`src/rtl/ultrasonic_pkg.sv`:
```
// Shared definitions for the ultrasonic ranger: level codes, FSM state encoding,
// default timing/threshold constants and the echo-width classifier.
package ultrasonic_pkg;

  typedef enum logic [2:0] {
    ST_IDLE      = 3'd0,
    ST_TRIG      = 3'd1,
    ST_WAIT_ECHO = 3'd2,
    ST_MEASURE   = 3'd3,
    ST_HOLDOFF   = 3'd4
  } state_t;

  localparam logic [1:0] LVL_EMPTY = 2'b00;
  localparam logic [1:0] LVL_LOW   = 2'b01;
  localparam logic [1:0] LVL_MID   = 2'b10;
  localparam logic [1:0] LVL_FULL  = 2'b11;

  localparam int DEF_TRIG_CYCLES     = 500;
  localparam int DEF_PERIOD_CYCLES   = 3000000;
  localparam int DEF_ECHO_MAX_CYCLES = 1500000;
  localparam int DEF_THR_HIGH        = 60000;
  localparam int DEF_THR_MID         = 300000;
  localparam int DEF_THR_LOW         = 900000;
  localparam int DEF_STABLE_N        = 3;
  localparam int DEF_CNT_W           = 22;

  // A width equal to a threshold lands in the emptier bin.
  function automatic logic [1:0] classify(input int unsigned width,
                                          input int unsigned thr_high,
                                          input int unsigned thr_mid,
                                          input int unsigned thr_low);
    logic [1:0] code;
    if (width < thr_high) begin
      code = LVL_FULL;
    end else if (width < thr_mid) begin
      code = LVL_MID;
    end else if (width < thr_low) begin
      code = LVL_LOW;
    end else begin
      code = LVL_EMPTY;
    end
    return code;
  endfunction

endpackage

```
`src/rtl/echo_sync.sv`:
```
// Two-flop synchronizer for an asynchronous sensor input with rise/fall
// detection against the registered copy of the synchronized level.
module echo_sync (
  input  logic clk,
  input  logic rst_n,
  input  logic async_in,
  output logic sync_out,
  output logic rise,
  output logic fall
);

  logic meta_r;
  logic sync_r;
  logic prev_r;

  // Synchronizer chain and one-cycle-delayed copy for edge detection.
  always_ff @(posedge clk) begin
    if (!rst_n) begin
      meta_r <= 1'b0;
      sync_r <= 1'b0;
      prev_r <= 1'b0;
    end else begin
      meta_r <= async_in;
      sync_r <= meta_r;
      prev_r <= sync_r;
    end
  end

  assign sync_out = sync_r;
  assign rise     = sync_r & ~prev_r;
  assign fall     = ~sync_r & prev_r;

endmodule

```
`src/rtl/ultrasonic_ranger.sv`:
```
// Ultrasonic sensor front end: periodic trigger, echo width timing, level
// classification with debounce, and timeout fault reporting.
module ultrasonic_ranger
  import ultrasonic_pkg::*;
#(
  parameter int TRIG_CYCLES     = DEF_TRIG_CYCLES,
  parameter int PERIOD_CYCLES   = DEF_PERIOD_CYCLES,
  parameter int ECHO_MAX_CYCLES = DEF_ECHO_MAX_CYCLES,
  parameter int THR_HIGH        = DEF_THR_HIGH,
  parameter int THR_MID         = DEF_THR_MID,
  parameter int THR_LOW         = DEF_THR_LOW,
  parameter int STABLE_N        = DEF_STABLE_N,
  parameter int CNT_W           = DEF_CNT_W
) (
  input  logic             clk,
  input  logic             rst_n,
  input  logic             enable,
  input  logic             echo,
  output logic             trig,
  output logic [1:0]       level,
  output logic             level_valid,
  output logic [CNT_W-1:0] echo_cycles,
  output logic             fault
);

  localparam int SW = $clog2(STABLE_N + 1);

  state_t           state_r;
  logic [CNT_W-1:0] period_cnt_r;
  logic [CNT_W-1:0] phase_cnt_r;
  logic [CNT_W-1:0] width_cnt_r;
  logic             trig_r;
  logic [1:0]       level_r;
  logic             level_valid_r;
  logic [CNT_W-1:0] echo_cycles_r;
  logic             fault_r;
  logic [1:0]       cand_r;
  logic [SW-1:0]    stable_cnt_r;

  logic             echo_s;
  logic             echo_rise_s;
  logic             echo_fall_s;
  logic [1:0]       code_s;
  logic [1:0]       cand_nxt_s;
  logic [SW-1:0]    cnt_nxt_s;

  echo_sync u_echo_sync (
    .clk      (clk),
    .rst_n    (rst_n),
    .async_in (echo),
    .sync_out (echo_s),
    .rise     (echo_rise_s),
    .fall     (echo_fall_s)
  );

  // Debounce candidate/count that a completed measurement would commit.
  always_comb begin
    code_s     = classify(32'(width_cnt_r), THR_HIGH, THR_MID, THR_LOW);
    cand_nxt_s = cand_r;
    cnt_nxt_s  = stable_cnt_r;
    if (code_s == cand_r) begin
      if (stable_cnt_r >= SW'(STABLE_N)) begin
        cnt_nxt_s = SW'(STABLE_N);
      end else begin
        cnt_nxt_s = stable_cnt_r + SW'(1);
      end
    end else begin
      cand_nxt_s = code_s;
      cnt_nxt_s  = SW'(1);
    end
  end

  // Measurement FSM with all outputs registered.
  always_ff @(posedge clk) begin
    if (!rst_n) begin
      state_r       <= ST_IDLE;
      period_cnt_r  <= '0;
      phase_cnt_r   <= '0;
      width_cnt_r   <= '0;
      trig_r        <= 1'b0;
      level_r       <= LVL_EMPTY;
      level_valid_r <= 1'b0;
      echo_cycles_r <= '0;
      fault_r       <= 1'b0;
      cand_r        <= LVL_EMPTY;
      stable_cnt_r  <= '0;
    end else begin
      level_valid_r <= 1'b0;
      period_cnt_r  <= period_cnt_r + CNT_W'(1);
      case (state_r)
        ST_IDLE: begin
          period_cnt_r <= '0;
          if (enable) begin
            state_r     <= ST_TRIG;
            trig_r      <= 1'b1;
            phase_cnt_r <= '0;
          end else begin
            state_r <= ST_IDLE;
          end
        end
        ST_TRIG: begin
          if (phase_cnt_r == CNT_W'(TRIG_CYCLES - 1)) begin
            state_r     <= ST_WAIT_ECHO;
            trig_r      <= 1'b0;
            phase_cnt_r <= '0;
          end else begin
            phase_cnt_r <= phase_cnt_r + CNT_W'(1);
          end
        end
        ST_WAIT_ECHO: begin
          if (echo_rise_s) begin
            state_r     <= ST_MEASURE;
            width_cnt_r <= CNT_W'(1);
          end else if (phase_cnt_r == CNT_W'(ECHO_MAX_CYCLES - 1)) begin
            state_r      <= ST_HOLDOFF;
            fault_r      <= 1'b1;
            stable_cnt_r <= '0;
          end else begin
            phase_cnt_r <= phase_cnt_r + CNT_W'(1);
          end
        end
        ST_MEASURE: begin
          if (echo_fall_s) begin
            state_r       <= ST_HOLDOFF;
            echo_cycles_r <= width_cnt_r;
            level_valid_r <= 1'b1;
            fault_r       <= 1'b0;
            cand_r        <= cand_nxt_s;
            stable_cnt_r  <= cnt_nxt_s;
            if (cnt_nxt_s == SW'(STABLE_N)) begin
              level_r <= cand_nxt_s;
            end else begin
              level_r <= level_r;
            end
          end else if (width_cnt_r == CNT_W'(ECHO_MAX_CYCLES - 1)) begin
            // Echo stuck high: saturate the reported width and flag it.
            state_r       <= ST_HOLDOFF;
            echo_cycles_r <= CNT_W'(ECHO_MAX_CYCLES);
            fault_r       <= 1'b1;
            stable_cnt_r  <= '0;
          end else begin
            width_cnt_r <= width_cnt_r + CNT_W'(1);
          end
        end
        ST_HOLDOFF: begin
          if (period_cnt_r == CNT_W'(PERIOD_CYCLES - 1)) begin
            period_cnt_r <= '0;
            phase_cnt_r  <= '0;
            if (enable) begin
              state_r <= ST_TRIG;
              trig_r  <= 1'b1;
            end else begin
              state_r <= ST_IDLE;
            end
          end else begin
            state_r <= ST_HOLDOFF;
          end
        end
        default: begin
          state_r <= ST_IDLE;
          trig_r  <= 1'b0;
        end
      endcase
    end
  end

  assign trig        = trig_r;
  assign level       = level_r;
  assign level_valid = level_valid_r;
  assign echo_cycles = echo_cycles_r;
  assign fault       = fault_r;

endmodule

```
`config.mk`:
```
export PLATFORM = sky130hd
export DESIGN_NAME = ultrasonic_ranger
export DESIGN_NICKNAME = d
export VERILOG_FILES = /design/src/rtl/ultrasonic_pkg.sv /design/src/rtl/echo_sync.sv /design/src/rtl/ultrasonic_ranger.sv
export SDC_FILE = /design/constraint.sdc
export NUM_CORES = 1
export LEC_CHECK = 0
export BUFFER_PORTS_ARGS = -buffer_cell sky130_fd_sc_hd__buf_2
export CELL_PAD_IN_SITES_DETAIL_PLACEMENT = 1
export CELL_PAD_IN_SITES_GLOBAL_PLACEMENT = 2
export CORE_ASPECT_RATIO = 0.9
export CORE_MARGIN = 2
export CORE_UTILIZATION = 30
export CTS_BUF_LIST = sky130_fd_sc_hd__clkbuf_4 sky130_fd_sc_hd__clkbuf_8
export DETAILED_ROUTE_END_ITERATION = 10
export HOLD_SLACK_MARGIN = 0.05
export PLACE_DENSITY = 0.67
export SLEW_MARGIN = 25
export SYNTH_ARGS = -nofsm -noshare
export SYNTH_HDL_FRONTEND = slang
export SYNTH_HIERARCHICAL = 1
export SYNTH_SLANG_ARGS = --single-unit
```
`constraint.sdc`:
```
create_clock -name clk -period 5.52 [get_ports clk]
set_input_delay 0.276 -clock clk [delete_from_list [all_inputs] [get_ports clk]]
set_output_delay 0.276 -clock clk [all_outputs]
set_load 0.005 [all_outputs]
```
Yosys cells after proc, flatten, opt, wreduce, memory -nomap -nowiden
Cells that the tools add are included.

storage, ports and cells
  output and inout port bits = 27
  register bits after elaboration = 103
  input bits = 4
  memories kept = 0
  bits in writable memories = 0
  bits in read-only memories = 0
  word-level logic and storage cells = 105
  bits in latches = 0

cells by class
  add/subtract/negate cells = 4
  shift operators = 0
  divide/modulo/power cells = 0
  bitwise gates (word level) = 5
  equality and inequality tests = 21
  multiply operators = 0
  multiplexer cells = 43
  order comparisons = 4
  reduce and logical (&&, ||, !) cells = 14

operator list
  cell                                                                            number
  22-bit two-way mux                                                              11
  22-bit case mux with 2 select lines                                             2
  22-bit case mux with 4 select lines                                             1
  22-bit by 1-bit adder with 22-bit output, second input constant                 3
  22-bit by 21-bit equality test with 1-bit output, second input constant         2
  22-bit equality test, second input constant                                     1
  22-bit by 9-bit equality test with 1-bit output, second input constant          1
  22-bit by 16-bit less-than comparator with 1-bit output, second input constant  1
  22-bit by 19-bit less-than comparator with 1-bit output, second input constant  1
  22-bit by 20-bit less-than comparator with 1-bit output, second input constant  1
  2-bit two-way mux                                                               9
  3-bit two-way mux                                                               6
  2-bit inequality test, second input constant                                    9
  3-bit case mux with 5 select lines                                              1
  1-bit two-way mux                                                               10
  3-bit AND reduction                                                             3
  4-bit AND reduction                                                             2
  3-bit by 2-bit equality test with 1-bit output, second input constant           2
  3-bit inequality test, second input constant                                    2
  2-bit AND reduction                                                             3
  5-bit AND reduction                                                             1
  1-bit case mux with 4 select lines                                              1
  2-bit case mux with 2 select lines                                              1
  2-bit nonzero test                                                              2
  12 further kinds                                                                15

Longest topological paths before layout
  word-level depth = 8
  gate-level depth with buffers = 9
  depth with buffers taken out = 8

By module
Netlist, hierarchy kept.

modules (own cells, without submodules)
  module             cells an instance  area each (um^2)  times used  sequential area each (um^2)
  ultrasonic_ranger  551                4780.8            1           2001.9
  echo_sync          8                  91.3              1           60.1

Worst setup path before layout
No wires, ideal clock.

  path kind = register -> register
  start point = register period_cnt_r[0]
  end point = register phase_cnt_r[10]
  data required time = 5404 ps
  setup slack = 3259 ps
  data arrival time = 2145 ps
  period minus slack after synthesis = 2261 ps
  stages on the path, launching flop included = 10
  cells stage by stage = dfxtp_1 -> ha_1 -> and3_1 -> nand3_1 -> o41ai_4 -> a31oi_4 -> buf_6 -> nor4_1 -> xnor2_1 -> nor2_2

on the way
  cells in the longest elaborated chain, start to end = 3

RTL lines
  item                                    line                      text
  from (decl)                             ultrasonic_ranger.sv:29   logic [CNT_W-1:0] period_cnt_r;
  from (signal assigned)                  ultrasonic_ranger.sv:89   period_cnt_r <= period_cnt_r + CNT_W'(1);
  22-bit equality test                    ultrasonic_ranger.sv:146  if (period_cnt_r == CNT_W'(PERIOD_CYCLES - 1)) begin
  2-bit inequality test (no source line)  -
  5-bit AND reduction (no source line)    -
  to (signal assigned)                    ultrasonic_ranger.sv:107  phase_cnt_r <= phase_cnt_r + CNT_W'(1);
  to (signal assigned)                    ultrasonic_ranger.sv:119  phase_cnt_r <= phase_cnt_r + CNT_W'(1);
  to (decl)                               ultrasonic_ranger.sv:30   logic [CNT_W-1:0] phase_cnt_r;

No other way between the ends.
A chain may end at the register's enable or synchronous reset.

Worst setup path in the final report
  start point = register width_cnt_r[18]
  end point = register echo_cycles_r[1] (netlist: echo_cycles[1])

on the way
  cells in the longest elaborated chain, start to end = 3

RTL lines
  item                                              line                      text
  from (decl)                                       ultrasonic_ranger.sv:31   logic [CNT_W-1:0] width_cnt_r;
  from (signal assigned)                            ultrasonic_ranger.sv:142  width_cnt_r <= width_cnt_r + CNT_W'(1);
  22-bit by 21-bit equality test with 1-bit output  ultrasonic_ranger.sv:135  end else if (width_cnt_r == CNT_W'(ECHO_MAX_CYCLES - 1)) begin
  2-bit nonzero test (no source line)               -
  2-bit AND reduction (no source line)              -
  to (signal assigned)                              ultrasonic_ranger.sv:125  echo_cycles_r <= width_cnt_r;
  to (signal assigned)                              ultrasonic_ranger.sv:138  echo_cycles_r <= CNT_W'(ECHO_MAX_CYCLES);
  to (decl)                                         ultrasonic_ranger.sv:35   logic [CNT_W-1:0] echo_cycles_r;

No other way between the ends.

==> summary.md <==
| Metric | Value |
|---|---|
| DIE AREA | `0.0173 mm2` |
| Number of global-route vias before repair | `between 3000 and 4000` |
| Clock Skews | `between 0.01 and 0.015 ns` |
| Mapped Cells | `about 560` |
| Cell breakdown of the critical path | `and4bb_2 > nor3b_1 > a31oi_1 > nor2_1 > nor2_1 > a22o_1` |
| DRT iter0 DRCs | `~240` |
| Distinct cells, synth | `between 50 and 60` |
| Fin cells | `between 700 and 800` |
| Combinational Power Share | `around 15%` |
| Pwr per Cell Area | `between 200 and 300 mW/mm2` |
| Part of the power in registers | `between 50% and 60%` |
| Critical-path top delay cell | `nor2_1` |
| GRT Resource Usage Total | `between 10% and 20%` |
| # rows | `44` |
| Setup Viol. Count Final | `0` |
| WL final | `about 13000 um` |
| CP max FO | `11` |
| Syn nets | `about 570` |
| FF+latch count, synth | `103` |
| Synthesized area | `a little under 0.005 mm2` |
| H-tree depth | `3` |
| Synth area leaders | `dfxtp_1 (42%), xnor2_1 (7.2%), nor2_1 (6.0%)` |
| Internal | `between 0.9 and 1 mW` |
| First-pass GRT wire length | `around 22000 um` |
| Crit path max-delay family | `simple AND/OR/NAND/NOR gates` |
| Fill cells | `~1900` |
| CP Data Arrival Time | `around 3.3 ns` |
| Syn-to-layout area delta | `9.50%` |
| Pins Over Slew Limit | `0` |
| CTS tree | `done` |
| TritonRoute pass-1 iters | `4` |
| Post-CTS Resized | `0` |
| Placer Congestion | `0.792` |
| Number of clock buffers inserted by TritonCTS | `9` |
| Post-route cell area | `about 0.0053 mm2` |
| Post-CTS setup repair buffer count | `0` |
| Core footprint | `approximately 0.016 mm2` |
| Antenna cells | `0` |
| Max incr delay on CP | `roughly 0.71 ns` |
| Final TNS setup | `0 ns` |
| Die X | `138 um` |
| NetSw | `between 0.4 and 0.5 mW` |
| CTS Hold Buffers Added | `0` |
| Post-DR vias/cell | `a little over 5` |
| Yosys top cell area share | `42.3%` |
| Worst-path clk slew | `roughly 0.11 ns` |
| IO buf count | `30` |
| Min Tclk post-route | `about 3.0 ns` |
| Peak VDD IR | `0.129 mV` |
| Clock power frac | `31.3%` |
| Initial Util | `30.4%` |
| DR vias | `roughly 4000` |
| Share of post-route cells with drive strength above 1 | `between 10% and 20%` |
| Most frequent cell after synthesis | `dfxtp_1` |
| Initial antenna violation count | `0` |
| Status | `finished, final reports clean` |
| CTS sink count | `around 100` |
| Syn. warnings | `6` |
| Worst-Skew Late Latency | `between 0.3 and 0.4 ns` |
| Sw frac | `32.2%` |
| CP required | `approximately 5.8 ns` |
| Chip Height | `between 100 and 150 um` |
| CP startpoint kind | `register` |
| Max-capacitance violation count | `0` |
| Ports | `31` |
| Placed Cells incl. Taps | `around 760` |
| R2R Setup Slk | `between 2 and 2.5 ns` |
| GRT overflow | `0` |
| Worst-margin pin slew | `0.935 ns` |
| Synth Flop Type | `dfxtp_1` |
| Final period util | `between 50% and 60%` |
| WL/cell | `~17 um` |
| DRC | `0` |
| Critical path class | `register to register` |
| Relative slew slack | `between 30 and 40%` |
| Number of routed nets with antenna violations | `0` |
| Hpwl dp | `roughly 9300 um` |
| Mean Syn Cell Area | `slightly below 9 um2` |
| Post-synth EDFFs | `0` |
| Multi-input logic area | `roughly 0.0027 mm2` |
| Asr flop ratio synth | `0%` |
| Fmax | `roughly 330 MHz` |
| Clock root cell | `clkbuf_8` |
| Seq. cell area | `a little over 0.002 mm2` |
| Leakage | `between 1.5 and 2 nW` |
| Largest net degree at the start of global routing | `31` |
| Area leader, netlist | `dfxtp_1` |
| CP Capture Type | `register` |
| Synth top cells by count | `dfxtp_1 (103), nor2_1 (78), nand2_1 (41)` |
| WP buf/inv | `0` |
| Worst hold path class | `primary input to register` |
| DP Area | `just over 0.005 mm2` |
| Post-synthesis sequential area ratio | `42.3%` |
| Final net count | `572` |
| RSZ-0062 raised after global routing | `no` |
| Fin. Hold Viols | `0` |
| Most numerous cell on the critical path | `nor2_1` |
| Bufs on Longest Clock Path | `2` |
## sequential cells by signal, indices dropped and copies added (netlist names)
| name | flops |
|---|---|
| cand_r | 2 |
| echo_cycles | 22 |
| fault | 1 |
| level | 2 |
| level_valid | 1 |
| period_cnt_r | 22 |
| phase_cnt_r | 22 |
| stable_cnt_r | 2 |
| state_r | 3 |
| trig | 1 |
| u_echo_sync/meta_r | 1 |
| u_echo_sync/prev_r | 1 |
| u_echo_sync/sync_out | 1 |
| width_cnt_r | 22 |
## kinds of logic after synthesis
logic type	Yosys count	share of synthesized area (%)
compound gates	87	14.4
xor+xnor	56	10.1
fa+ha+maj	3	0.770
buf+inv	42	3.70
flops	103	42.3
mux	1	0.205
simple gates	267	28.5
## path summary, 6_finish.rpt
kind	cells after the start	start	end
worst max-delay path	6	width_cnt_r[18]	echo_cycles[1]
worst min-delay path	2	echo	u_echo_sync/meta_r
worst max register to register	6	width_cnt_r[18]	echo_cycles[1]
worst min register to register	1	u_echo_sync/meta_r	u_echo_sync/sync_out
## per-stage QoR
stage                     hold WS [ns]  setup WS (ns)  power [mW]  utilization (%)
final                           0.0851           2.48        1.47             33.3
after global routing            0.0580           2.14        1.55             33.3
after CTS                       0.0648           2.41        1.50             33.2
after detailed placement         0.429           2.43        1.03             32.1
after global placement           0.422           2.53        1.02             32.1
after floorplan                  0.398           3.26       0.969                -
## layer usage
| metal | track usage [%] | up-vias | wire length [um] |
|---|---|---|---|
| met5 | 0 | - | 0 |
| met4 | 4.50 | 0 | 106 |
| met3 | 3.61 | 6 | 400 |
| met2 | 23.1 | 42 | 5570 |
| met1 | 21.9 | 1956 | 6940 |
| li1 | - | 2010 | - |
## area by class of cell
class,count,area share (%)
Clock inverter,7,1.08
Multi-Input combinational cell,414,49.8
Timing Repair Buffer,30,2.81
Sequential cell,103,38.6
Clock buffer,9,2.32
Tap cell,207,4.85
Inverter,7,0.492
## power by group through the flow
stage	Combinational [mW]	Sequential (mW)	Clock, mW
3_3_place_gp	0.216	0.806	0
2_1_floorplan	0.173	0.796	0
6_report	0.218	0.790	0.459
5_1_grt	0.246	0.796	0.509
4_1_cts	0.223	0.790	0.483
3_5_place_dp	0.221	0.807	0
## layout by cell type (no fill, tap or decap), types with 5 or more instances in the layout
| cell type | Yosys | routed |
|---|---|---|
| a21oi_1 | 11 | 11 |
| a22o_1 | 11 | 11 |
| a31oi_1 | 5 | 5 |
| and2_1 | 9 | 9 |
| and3_1 | 20 | 20 |
| and4_1 | 7 | 7 |
| buf_2 | 5 | 30 |
| clkbuf_8 | 0 | 9 |
| dfxtp_1 | 103 | 103 |
| inv_1 | 7 | 7 |
| nand2_1 | 41 | 41 |
| nand3_1 | 27 | 27 |
| nand4_1 | 14 | 14 |
| nor2_1 | 78 | 78 |
| nor2b_1 | 7 | 7 |
| nor3_1 | 21 | 21 |
| nor4_1 | 16 | 15 |
| o21ai_0 | 16 | 16 |
| o221a_2 | 10 | 10 |
| or3_1 | 6 | 6 |
| xnor2_1 | 40 | 40 |
| xor2_1 | 16 | 16 |
No activity file was read; power rests on OpenSTA's default activity.
